===== config.mk =====
export PLATFORM = sky130hd
export DESIGN_NAME = seven_seg_scan_driver
export DESIGN_NICKNAME = d
export VERILOG_FILES = /design/src/rtl/seg7_pkg.sv /design/src/rtl/seg7_hex_decode.sv /design/src/rtl/seven_seg_scan_driver.sv
export SDC_FILE = /design/constraint.sdc
export NUM_CORES = 1
export LEC_CHECK = 0
export ABC_AREA = 0
export CAP_MARGIN = 20
export CORE_ASPECT_RATIO = 0.8
export CORE_UTILIZATION = 40
export CTS_BUF_LIST = sky130_fd_sc_hd__clkbuf_8
export CTS_CLUSTER_DIAMETER = 40
export DETAILED_ROUTE_END_ITERATION = 16
export SLEW_MARGIN = 20
export SYNTH_ARGS = -nofsm -noshare
export SYNTH_HDL_FRONTEND = slang
export SYNTH_SLANG_ARGS = --single-unit

===== constraint.sdc =====
create_clock -name clock -period 5.01 [get_ports clock]
set_clock_uncertainty 0.15 [all_clocks]
set_input_delay 1.503 -clock clock [delete_from_list [all_inputs] [get_ports clock]]
set_output_delay 1.503 -clock clock [all_outputs]
set_load 0.01 [all_outputs]

===== src/rtl/seg7_pkg.sv =====
// seg7_pkg: shared seven-segment constants and hex-to-segment encoding (active-low abcdefg).
package seg7_pkg;

    localparam logic [6:0] SEG_BLANK = 7'b1111111;

    localparam logic [15:0][6:0] HEX_SEG = {
        7'b0111000, 7'b0110000, 7'b1000010, 7'b0110001,
        7'b1100000, 7'b0001000, 7'b0000100, 7'b0000000,
        7'b0001111, 7'b0100000, 7'b0100100, 7'b1001100,
        7'b0000110, 7'b0010010, 7'b1001111, 7'b0000001
    };

    function automatic logic [6:0] hex_to_seg(input logic [3:0] n);
        return HEX_SEG[n];
    endfunction

endpackage


===== src/rtl/seg7_hex_decode.sv =====
// seg7_hex_decode: combinational 4-bit hex to active-low seven-segment decoder.
module seg7_hex_decode
    import seg7_pkg::*;
(
    input  logic [3:0] nibble,
    output logic [6:0] seg
);

    assign seg = hex_to_seg(nibble);

endmodule


===== src/rtl/seven_seg_scan_driver.sv =====
// seven_seg_scan_driver: multiplexed common-anode display driver with frame shadowing,
// leading-zero suppression, per-digit blanking/dp and PWM brightness.
module seven_seg_scan_driver
    import seg7_pkg::*;
#(
    parameter int NUM_DIGITS = 4,
    parameter int SLOT_W     = 16,
    parameter int BRIGHT_W   = 4
) (
    input  logic                    clock,
    input  logic                    reset,
    input  logic [4*NUM_DIGITS-1:0] digit_data,
    input  logic [NUM_DIGITS-1:0]   dp_in,
    input  logic [NUM_DIGITS-1:0]   digit_en,
    input  logic                    lz_suppress,
    input  logic [BRIGHT_W-1:0]     brightness,
    output logic [NUM_DIGITS-1:0]   AN,
    output logic [6:0]              segment_data,
    output logic                    dp,
    output logic                    frame_start
);

    localparam int IDX_W = $clog2(NUM_DIGITS);

    logic [SLOT_W-1:0]       slot_cnt;
    logic [IDX_W-1:0]        digit_idx;
    logic [4*NUM_DIGITS-1:0] data_sh;
    logic [NUM_DIGITS-1:0]   dp_sh;
    logic [NUM_DIGITS-1:0]   en_sh;
    logic                    lz_sh;
    logic [NUM_DIGITS:1]     zero_from;
    logic [NUM_DIGITS-1:0]   lit;
    logic [3:0]              nib;
    logic [6:0]              dec_seg;
    logic                    wrap;
    logic                    load;
    logic                    show;
    logic                    guard;

    assign wrap  = &slot_cnt;
    assign load  = wrap && (digit_idx == IDX_W'(NUM_DIGITS - 1));
    assign guard = slot_cnt == '0;

    // zero_from[i]: suppression enabled and nibbles i..NUM_DIGITS-1 are all zero
    assign zero_from[NUM_DIGITS] = lz_sh;
    for (genvar i = 1; i < NUM_DIGITS; i++) begin : g_lz
        assign zero_from[i] = zero_from[i+1] && (data_sh[4*i +: 4] == 4'd0);
    end

    assign lit  = en_sh & ~{zero_from[NUM_DIGITS-1:1], 1'b0};
    assign nib  = data_sh[{digit_idx, 2'b00} +: 4];
    assign show = lit[digit_idx] && (slot_cnt[SLOT_W-1 -: BRIGHT_W] <= brightness);

    seg7_hex_decode u_dec (
        .nibble(nib),
        .seg   (dec_seg)
    );

    always_ff @(posedge clock) begin
        if (reset) begin
            slot_cnt     <= '0;
            digit_idx    <= '0;
            data_sh      <= '0;
            dp_sh        <= '0;
            en_sh        <= '0;
            lz_sh        <= 1'b0;
            AN           <= '1;
            segment_data <= SEG_BLANK;
            dp           <= 1'b1;
            frame_start  <= 1'b0;
        end else begin
            slot_cnt <= slot_cnt + 1'b1;
            if (wrap)
                digit_idx <= load ? '0 : digit_idx + 1'b1;
            if (load) begin
                data_sh <= digit_data;
                dp_sh   <= dp_in;
                en_sh   <= digit_en;
                lz_sh   <= lz_suppress;
            end
            frame_start  <= load;
            AN           <= (show && !guard) ? ~(NUM_DIGITS'(1) << digit_idx) : '1;
            segment_data <= show ? dec_seg : SEG_BLANK;
            dp           <= show ? ~dp_sh[digit_idx] : 1'b1;
        end
    end

endmodule


==> flow_summary.ini, run 1 <==
[outcome]
status = finished, final reports clean

[cts]
cts.clk_slew.worst_paths_ns = 0.10
hold_buffers = 0
postCtsSetupRepairBufs = 0
cts_resized = 0
cts_root_buffer = clkbuf_8
cts_max_level = 2
clkSinkCount = 56
cts_tree = yes
clockBufferDepth = 2
cts_buffers = 5
insertion_delay_ns = 0.31

[detailed_routing]
first_pass_iters = 4
routedWlPerCell_um = 13.1
drt_iter0_drc = 107
drc = 0
route.met3.wl_um = 263
routed_wl_mm = 5.44
top_layer = met4
ant_nets = 0
met1_length_mm = 2.90
via_count = 2091
vias_per_cell = 5.04
wl_met2_mm = 2.24

[yosys]
synth_top_area_cell = dfxtp_1
synth_cell_types = 39
yosys.area_share.simple_pct = 22.8
netlist_area_um2 = 2600
synth_area_per_cell_um2 = 8.77
synthAdderAreaFrac_pct = 7.71
synthCells = 296
yosysMostFrequentCell = nand2_1
synth-seq-cells = 56
synth-edff-count = 0
yosysSeqAreaShare_pct = 43.2
synth_compound_area_share_pct = 11.4
synthTopCellsByArea = dfxtp_1, nand2_1, ha_1
synth_top_family_by_area = simple AND/OR/NAND/NOR gates
synth_top_area_share_pct = 43.2
synthXorXnorAreaFrac_pct = 3.71
async_flop_share_pct = 0
yosysWarningCount = 0
synth_ff_type = dfxtp_1
synth_nets = 343
synth.mux.area_fraction_pct = 6.36
synthTopCellsByCount = nand2_1, dfxtp_1, a21oi_1

[floorplan]
ioPinCount = 44
initial_core_util_pct = 42.8
dieArea_um2 = 6820
fp.coreArea_um2 = 6070
row_count = 25
die_y_um = 74.1
die_x_um = 92.1

[global_route]
grt_pass1_vias = 1852
grt_pass1_wl_mm = 9.11
grt_max_degree = 45
track_usage_pct = 17.1
grt_antenna_before_repair = 0
globalRoute.totalOverflow = 0

[worst_hold_path]
hp-class = register to register

[worst_setup_path]
cp_max_fo = 12
required_ns = 5.00
cp-start-kind = input pin
cp-end-kind = register
crit_type = input pin to register
cp.arrival_ns = 3.75

[layout]
fill_cells = 608
layout.nets = 380
drive_above_1_share_pct = 5.69
antenna_cells = 0
syn2layout_area_growth_pct = 21.6

[timing]
worst_pin_slew_ns = 1.03
slew_violations = 0
setup_viol = 0
fmax_mhz = 266
period_needed_ns = 3.76
period_share_pct = 75.0
hold_viol = 0
slew-limit-headroom_pct = 31.0
tns_ns = 0
rsz0062_at_grt = no

[placed_design]
io_buffers = 43
globalplace.congestion = 0.826
place_hpwl_mm = 3.84

[pwr]
power_density_nw_per_um2 = 238
power.total_uw = 751
power.leakage_nw = 1.09
peakVddDrop_uv = 119

[run]
cap_violations = 0
[cell usage in the layout, fill, tap and decap left out]
cell | Yosys | layout
clkbuf_8 | 0 | 6
and3_1 | 3 | 3
buf_4 | 3 | 1
nor2b_1 | 1 | 1
a31oi_1 | 1 | 1
o21ai_0 | 4 | 4
clkinvlp_4 | 0 | 2
clkdlybuf4s50_1 | 0 | 43
a32oi_1 | 1 | 1
nor3_1 | 2 | 2
xor2_1 | 7 | 7
nor2_1 | 14 | 14
and4_1 | 2 | 2
xnor2_1 | 4 | 4
o221ai_1 | 2 | 2
a21oi_1 | 34 | 34
a311oi_1 | 1 | 1
nor3_4 | 1 | 1
or2_1 | 1 | 1
inv_1 | 13 | 13
nand4_1 | 7 | 7
or3_1 | 4 | 4
dfxtp_1 | 56 | 56
a2111oi_2 | 1 | 1
o211ai_1 | 4 | 4
mux2i_1 | 3 | 3
o21ai_1 | 1 | 1
mux4_2 | 5 | 5
nand3_1 | 13 | 13
a21o_1 | 1 | 1
o22ai_1 | 1 | 1
nor4b_1 | 1 | 1
nor4_4 | 1 | 1
nand2b_1 | 2 | 2
ha_1 | 16 | 16
nand2_1 | 67 | 67
mux2_2 | 2 | 2
nor4_1 | 6 | 6
[layout make-up]
cell class	count	area (um2)	area share (%)
clock buffer	6	82.6	2.62
tap	81	101	3.21
clock inverter	2	15.0	0.476
inverter	13	48.8	1.55
multi-input combinational	213	1350	42.8
timing repair buffer	44	438	13.9
sequential	56	1120	35.5
[per-stage QoR]
stage / hold WS [ns] / setup WS (ns) / area [um2] / util, % / cells
final: 0.309 / 1.25 / 3160 / 52.0 / 415
after global routing: 0.331 / 1.05 / 3160 / 52.0 / 415
after CTS: 0.312 / 1.25 / 3160 / 52.0 / 415
after detailed placement: 0.296 / 0.904 / 3060 / 50.4 / 407
after global placement: 0.287 / 0.960 / 3060 / 50.4 / 407
after floorplan: 0.279 / 1.98 / 2600 / - / 296
[critical path: stages]
cell and delay [ns]:
clkdlybuf4s50_1 0.45, inv_1 0.04, ha_1 0.32, a21oi_1 0.14
o21ai_0 0.14, a2111oi_2 0.90, o221ai_1 0.26
[logic make-up after synthesis]
kind of cell	Yosys count
multiplexers	10
adder cells (fa/ha/maj)	16
AND/OR/NAND/NOR	125
XOR/XNOR	11
AO/OA/AOI/OAI	51
buffers and inverters	27
flip-flops	56
[registers in the layout, summed over array words and instances, names as in the netlist]
register / flops
frame_start: 1
digit_idx: 2
segment_data: 7
lz_sh: 1
slot_cnt: 16
data_sh: 16
dp: 1
dp_sh: 4
en_sh: 4
AN: 4
[path summary, 6_finish.rpt]
check	startpoint	to	slack, ns	depth (start not counted)
max	brightness[3]	segment_data[2]$_SDFF_PP1_	1.25	7
min	dp_sh[2]$_SDFFE_PP0P_	dp_sh[2]$_SDFFE_PP0P_	0.31	2
max reg2reg	slot_cnt[0]$_SDFF_PP0_	data_sh[10]$_SDFFE_PP0P_	2.45	6
min reg2reg	dp_sh[2]$_SDFFE_PP0P_	dp_sh[2]$_SDFFE_PP0P_	0.31	2
[per-layer routing]
metal,up-vias,track usage [%]
met5,-,0
met4,0,5.73
met3,2,4.09
met2,48,23.8
met1,947,25.9
li1,1094,-
[power by group]
part | total (mW) | switching (mW) | internal (mW) | leakage, nW
combinational | 0.0417 | 0.0157 | 0.0260 | 0.598
sequential | 0.450 | 0.00309 | 0.447 | 0.452
clock | 0.259 | 0.147 | 0.112 | 0.0434
total | 0.751 | 0.165 | 0.585 | 1.09
(Power assumes the default switching activity.)
==> inputs of run 2 (changes only) <==
clock period = 3.9 ns   (was 5.01 ns; I/O delays follow)
==> run 2 against run 1 <==
Total power is 38% higher. Wire length is 0.39% higher. Core utilization is 0.52 points higher. Clock-buffer cell count stayed put. Clock power is 55% higher. Via count is 0.24% higher. Final area is 0.99% higher. Cell count is 0.24% higher. Setup slack worse by 0.18 ns. Sequential power is 28% higher. Worst hold slack worse by 0.0057 ns.
==> flow_summary.ini, run 2 (synthesis results as in run 1) <==
[timing]
rsz0062_at_grt = no
slew-limit-headroom_pct = 35.9
setup_viol = 0
hold_viol = 0
fmax_mhz = 354
worst_pin_slew_ns = 0.959
tns_ns = 0
slew_violations = 0
period_share_pct = 72.5
period_needed_ns = 2.83

[cts]
cts_buffers = 5
cts_root_buffer = clkbuf_8
cts.clk_slew.worst_paths_ns = 0.10
cts_resized = 0
clkSinkCount = 56
clockBufferDepth = 2
cts_max_level = 2
postCtsSetupRepairBufs = 0
insertion_delay_ns = 0.31
cts_tree = yes
hold_buffers = 0

[layout]
fill_cells = 570
syn2layout_area_growth_pct = 22.8
reg_top3 = data_sh x16, slot_cnt x16, segment_data x7
antenna_cells = 0
final_common_cell = nand2_1
layout_common_cells = nand2_1, dfxtp_1, clkdlybuf4s50_1
drive_above_1_share_pct = 5.97
fin_cells = 416
layout.nets = 381

[worst_setup_path]
cp_cell_sequence = clkdlybuf4s50_1 > inv_1 > ha_1 > a21oi_1 > o21ai_0 > a2111oi_2 > buf_4 > o221ai_1
cpPeakStageDelay_ns = 0.45
ff2ff_setup_slack_ns = 1.31
timing.rr.start = slot_cnt[0]$_SDFF_PP0_
cp-startpoint = brightness[3]
slowest_stage = clkdlybuf4s50_1
required_ns = 3.95
cp-start-kind = input pin
path_buf_inv = 3
cp-end-kind = register
cp_max_fo = 12
cp.arrival_ns = 2.88
crit_type = input pin to register
crit_family = buffers and inverters

[placed_design]
io_buffers = 43
globalplace.congestion = 0.824
place_inst = 408
place_hpwl_mm = 3.86

[pwr]
clkPwrFrac_pct = 38.9
power_frac_comb_pct = 5.2
power_density_nw_per_um2 = 324
swShare_pct = 20.9
power.share.sequential_pct = 55.9
internal_power_uw = 818
power.leakage_nw = 1.12
peakVddDrop_uv = 137
p_switching_uw = 216

[detailed_routing]
ant_nets = 0
routedWlPerCell_um = 13.1
routed_wl_mm = 5.46
first_pass_iters = 4
drc = 0
via_count = 2096
vias_per_cell = 5.04
drt_iter0_drc = 123

[outcome]
status = finished, final reports clean

[global_route]
grt_pass1_wl_mm = 9.07
globalRoute.totalOverflow = 0
grt_antenna_before_repair = 0
track_usage_pct = 17.0
grt_max_degree = 45
grt_pass1_vias = 1838

[floorplan]
ioPinCount = 44
fp.coreArea_um2 = 6070
die_x_um = 92.1
row_count = 25
die_y_um = 74.1
dieArea_um2 = 6820
initial_core_util_pct = 42.8

[worst_hold_path]
hp-class = register to register
min-delay-start = dp_sh[2]$_SDFFE_PP0P_

[run]
cap_violations = 0
[run 2: cell count changes in the layout (fill, tap and decap cells not counted)]
cell	before	now
bufinv_16	0	1
clkinvlp_4	2	0
clkinv_4	0	1
buf_4	1	2
[run 2: per-stage QoR]
| stage | area, um2 | util, % | setup WS, ns | hold WS [ns] | power, mW |
|---|---|---|---|---|---|
| 3_5_place_dp | 3070 | 50.5 | 0.710 | 0.294 | 0.645 |
| 4_1_cts | 3190 | 52.5 | 1.06 | 0.309 | 1.04 |
| 3_3_place_gp | 3070 | 50.5 | 0.753 | 0.287 | 0.645 |
| 2_1_floorplan | 2600 | - | 1.21 | 0.279 | 0.608 |
| 5_1_grt | 3190 | 52.5 | 0.956 | 0.331 | 1.07 |
| 6_report | 3190 | 52.5 | 1.07 | 0.304 | 1.03 |
[run 2: area by class of cell]
type | instances | area [um2] | share of cell area (%)
well taps | 81 | 101 | 3.18
repair buffers | 45 | 445 | 14.0
flip-flops and latches | 56 | 1120 | 35.2
multi-input cells | 213 | 1350 | 42.3
clock inverters | 2 | 38.8 | 1.22
clock buffers | 6 | 82.6 | 2.59
inverters | 13 | 48.8 | 1.53
[run 2: power by group through the flow]
stage	Combinational (mW)	Clock [mW]	Sequential [mW]
after floorplan	0.0177	0	0.590
after global placement	0.0533	0	0.591
after detailed placement	0.0535	0	0.591
after CTS	0.0539	0.411	0.578
after global routing	0.0588	0.430	0.579
final	0.0536	0.402	0.578
[run 2: path summary, 6_finish.rpt]
kind | end | depth (start not counted)
setup / recovery | segment_data[2]$_SDFF_PP1_ | 8
hold / removal | dp_sh[2]$_SDFFE_PP0P_ | 2
setup reg to reg | en_sh[3]$_SDFFE_PP0P_ | 6
hold reg to reg | dp_sh[2]$_SDFFE_PP0P_ | 2
[run 2: metal layers]
metal / vias up / track usage, % / wire length [um]
li1: 1103 / - / -
met1: 947 / 26.0 / 2980
met2: 39 / 23.7 / 2150
met3: 7 / 3.68 / 269
met4: 0 / 5.21 / 59
met5: - / 0 / 0
[run 2: worst register-to-register path, stage by stage, from the launching register on]
cell     delay [ns]
dfxtp_1        0.44
ha_1           0.29
nand2_1        0.14
nor4_4         0.33
nand3_1        0.74
nand2_1        0.28
a21oi_1        0.09
==> inputs of run 3 (changes only) <==
clock period = 2.7 ns   (was 3.9 ns; I/O delays follow)
==> run 3 against run 2 <==
Wire length shrank 0.24%. Register-to-register slack lost 0.76 ns. Worst hold slack gained 0.0030 ns. Total power grew 59%. Clock power grew 82%. Setup slack lost 0.90 ns. Sequential power grew 44%. Critical path depth is the same. First-iteration DRC count shrank 34%. Clock-buffer cell count shrank 1. Largest cell class unchanged. Largest power group unchanged. Highest routed layer unchanged.
==> flow_summary.ini, run 3 (synthesis results as in run 1) <==
[worst_setup_path]
cp_max_fo = 12
cp-end-kind = register
crit_type = input pin to register
slowest_stage = clkdlybuf4s50_1
cp-start-kind = input pin
cp_cell_sequence = clkdlybuf4s50_1 > inv_1 > ha_1 > a21oi_1 > o21ai_0 > a2111oi_2 > buf_4 > o221ai_1
path_buf_inv = 3
crit_family = buffers and inverters
cpPeakStageDelay_ns = 0.46
cp.arrival_ns = 2.57
required_ns = 2.74

[placed_design]
globalplace.congestion = 0.801
place_hpwl_mm = 3.86
io_buffers = 43
place_inst = 411
dpl_cell_area_um2 = 3090

[global_route]
grt_max_degree = 45
grt_util_met2_pct = 25.7
grt_most_used_layer = met2
grt_pass1_wl_mm = 9.36
track_usage_pct = 17.4
grt_antenna_before_repair = 0
use_met1_pct = 25.6
globalRoute.totalOverflow = 0
grt_pass1_vias = 1931
grt_use_met3_pct = 3.68

[cts]
cts.clk_slew.worst_paths_ns = 0.10
insertion_delay_ns = 0.31
clkSinkCount = 56
cts_tree = yes
cts_resized = 0
cts_max_level = 2
postCtsSetupRepairBufs = 0
clockBufferDepth = 2
cts_root_buffer = clkbuf_8
hold_buffers = 0
cts_buffers = 5

[detailed_routing]
via_count = 2100
routedWlPerCell_um = 13.0
ant_nets = 0
routed_wl_mm = 5.45
vias_per_cell = 5.01
first_pass_iters = 4
drc = 0
drt_iter0_drc = 81

[floorplan]
fp.coreArea_um2 = 6070
initial_core_util_pct = 42.8
ioPinCount = 44
row_count = 25
dieArea_um2 = 6820
die_x_um = 92.1
die_y_um = 74.1

[timing]
slew_violations = 0
rsz0062_at_grt = no
worst_pin_slew_ns = 0.510
fmax_mhz = 396
slew-limit-headroom_pct = 65.7
hold_viol = 0
setup_viol = 0
period_share_pct = 93.5
period_needed_ns = 2.52

[run]
cap_violations = 0

[pwr]
power.leakage_nw = 1.15
power_density_nw_per_um2 = 506
peakVddDrop_uv = 231
power.total_mw = 1.64

[layout]
final_common_cell = nand2_1
utilization_pct = 53.5
layout.nets = 384
reg_top3 = data_sh x16, slot_cnt x16, segment_data x7
syn2layout_area_growth_pct = 25.1
drive_above_1_share_pct = 6.80
multiInputGateArea_um2 = 1350
layout_common_cells = nand2_1, dfxtp_1, clkdlybuf4s50_1
fin_cells = 419
antenna_cells = 0
regArea_um2 = 1120
fill_cells = 582
fin_area_um2 = 3250

[outcome]
status = finished, final reports clean

[worst_hold_path]
hp-class = register to register
-- run 3: cell count changes in the layout (fill, tap and decap cells not counted) --
cell	previous run	this run
bufinv_16	1	3
clkinv_4	1	0
clkbuf_8	6	5
buf_4	2	5
-- run 3: worst paths after layout --
check                                  from                         end  slack (ns)  cells past startpoint
setup / recovery              brightness[3]  segment_data[4]$_SDFF_PP1_        0.18                      8
hold / removal        dp_sh[2]$_SDFFE_PP0P_       dp_sh[2]$_SDFFE_PP0P_        0.31                      2
setup reg to reg  digit_idx[0]$_SDFFE_PP0P_  segment_data[6]$_SDFF_PP1_        0.55                      5
hold reg to reg       dp_sh[2]$_SDFFE_PP0P_       dp_sh[2]$_SDFFE_PP0P_        0.31                      2
-- run 3: metal layers --
layer	vias to the layer above	share of wire, %	wire, um
li1	1104	-	-
met4	0	0.84	46
met2	45	40	2200
met1	947	55	2990
met3	4	3.8	207
met5	-	0	0
-- run 3: metrics by stage --
stage               setup TNS, ns  hold WS [ns]  setup WS, ns
finish                          0         0.307         0.177
global route                    0         0.324         0.106
CTS                             0         0.310         0.176
detailed placement          -1.41         0.295        -0.158
global placement           -0.599         0.287       -0.0874
floorplan                       0         0.279         0.368
-- run 3: worst min-delay path, cell delays in order, from the launching register on --
cell and delay [ns]:
dfxtp_1 0.32, nand2_1 0.05, a21oi_1 0.05
-- run 3: area by class of cell --
type	count	area share (%)
flip-flops and latches	56	34.5
multi-input cells	213	41.6
inverters	13	1.50
clock buffers	5	2.12
clock inverters	3	2.77
well taps	81	3.12
repair buffers	48	14.4
-- run 3: where the power goes --
| part | total, mW | internal (mW) | switching (mW) |
|---|---|---|---|
| Sequential | 0.835 | 0.829 | 0.00550 |
| Combinational | 0.0774 | 0.0482 | 0.0292 |
| Clock | 0.732 | 0.463 | 0.268 |
| Total | 1.64 | 1.34 | 0.303 |
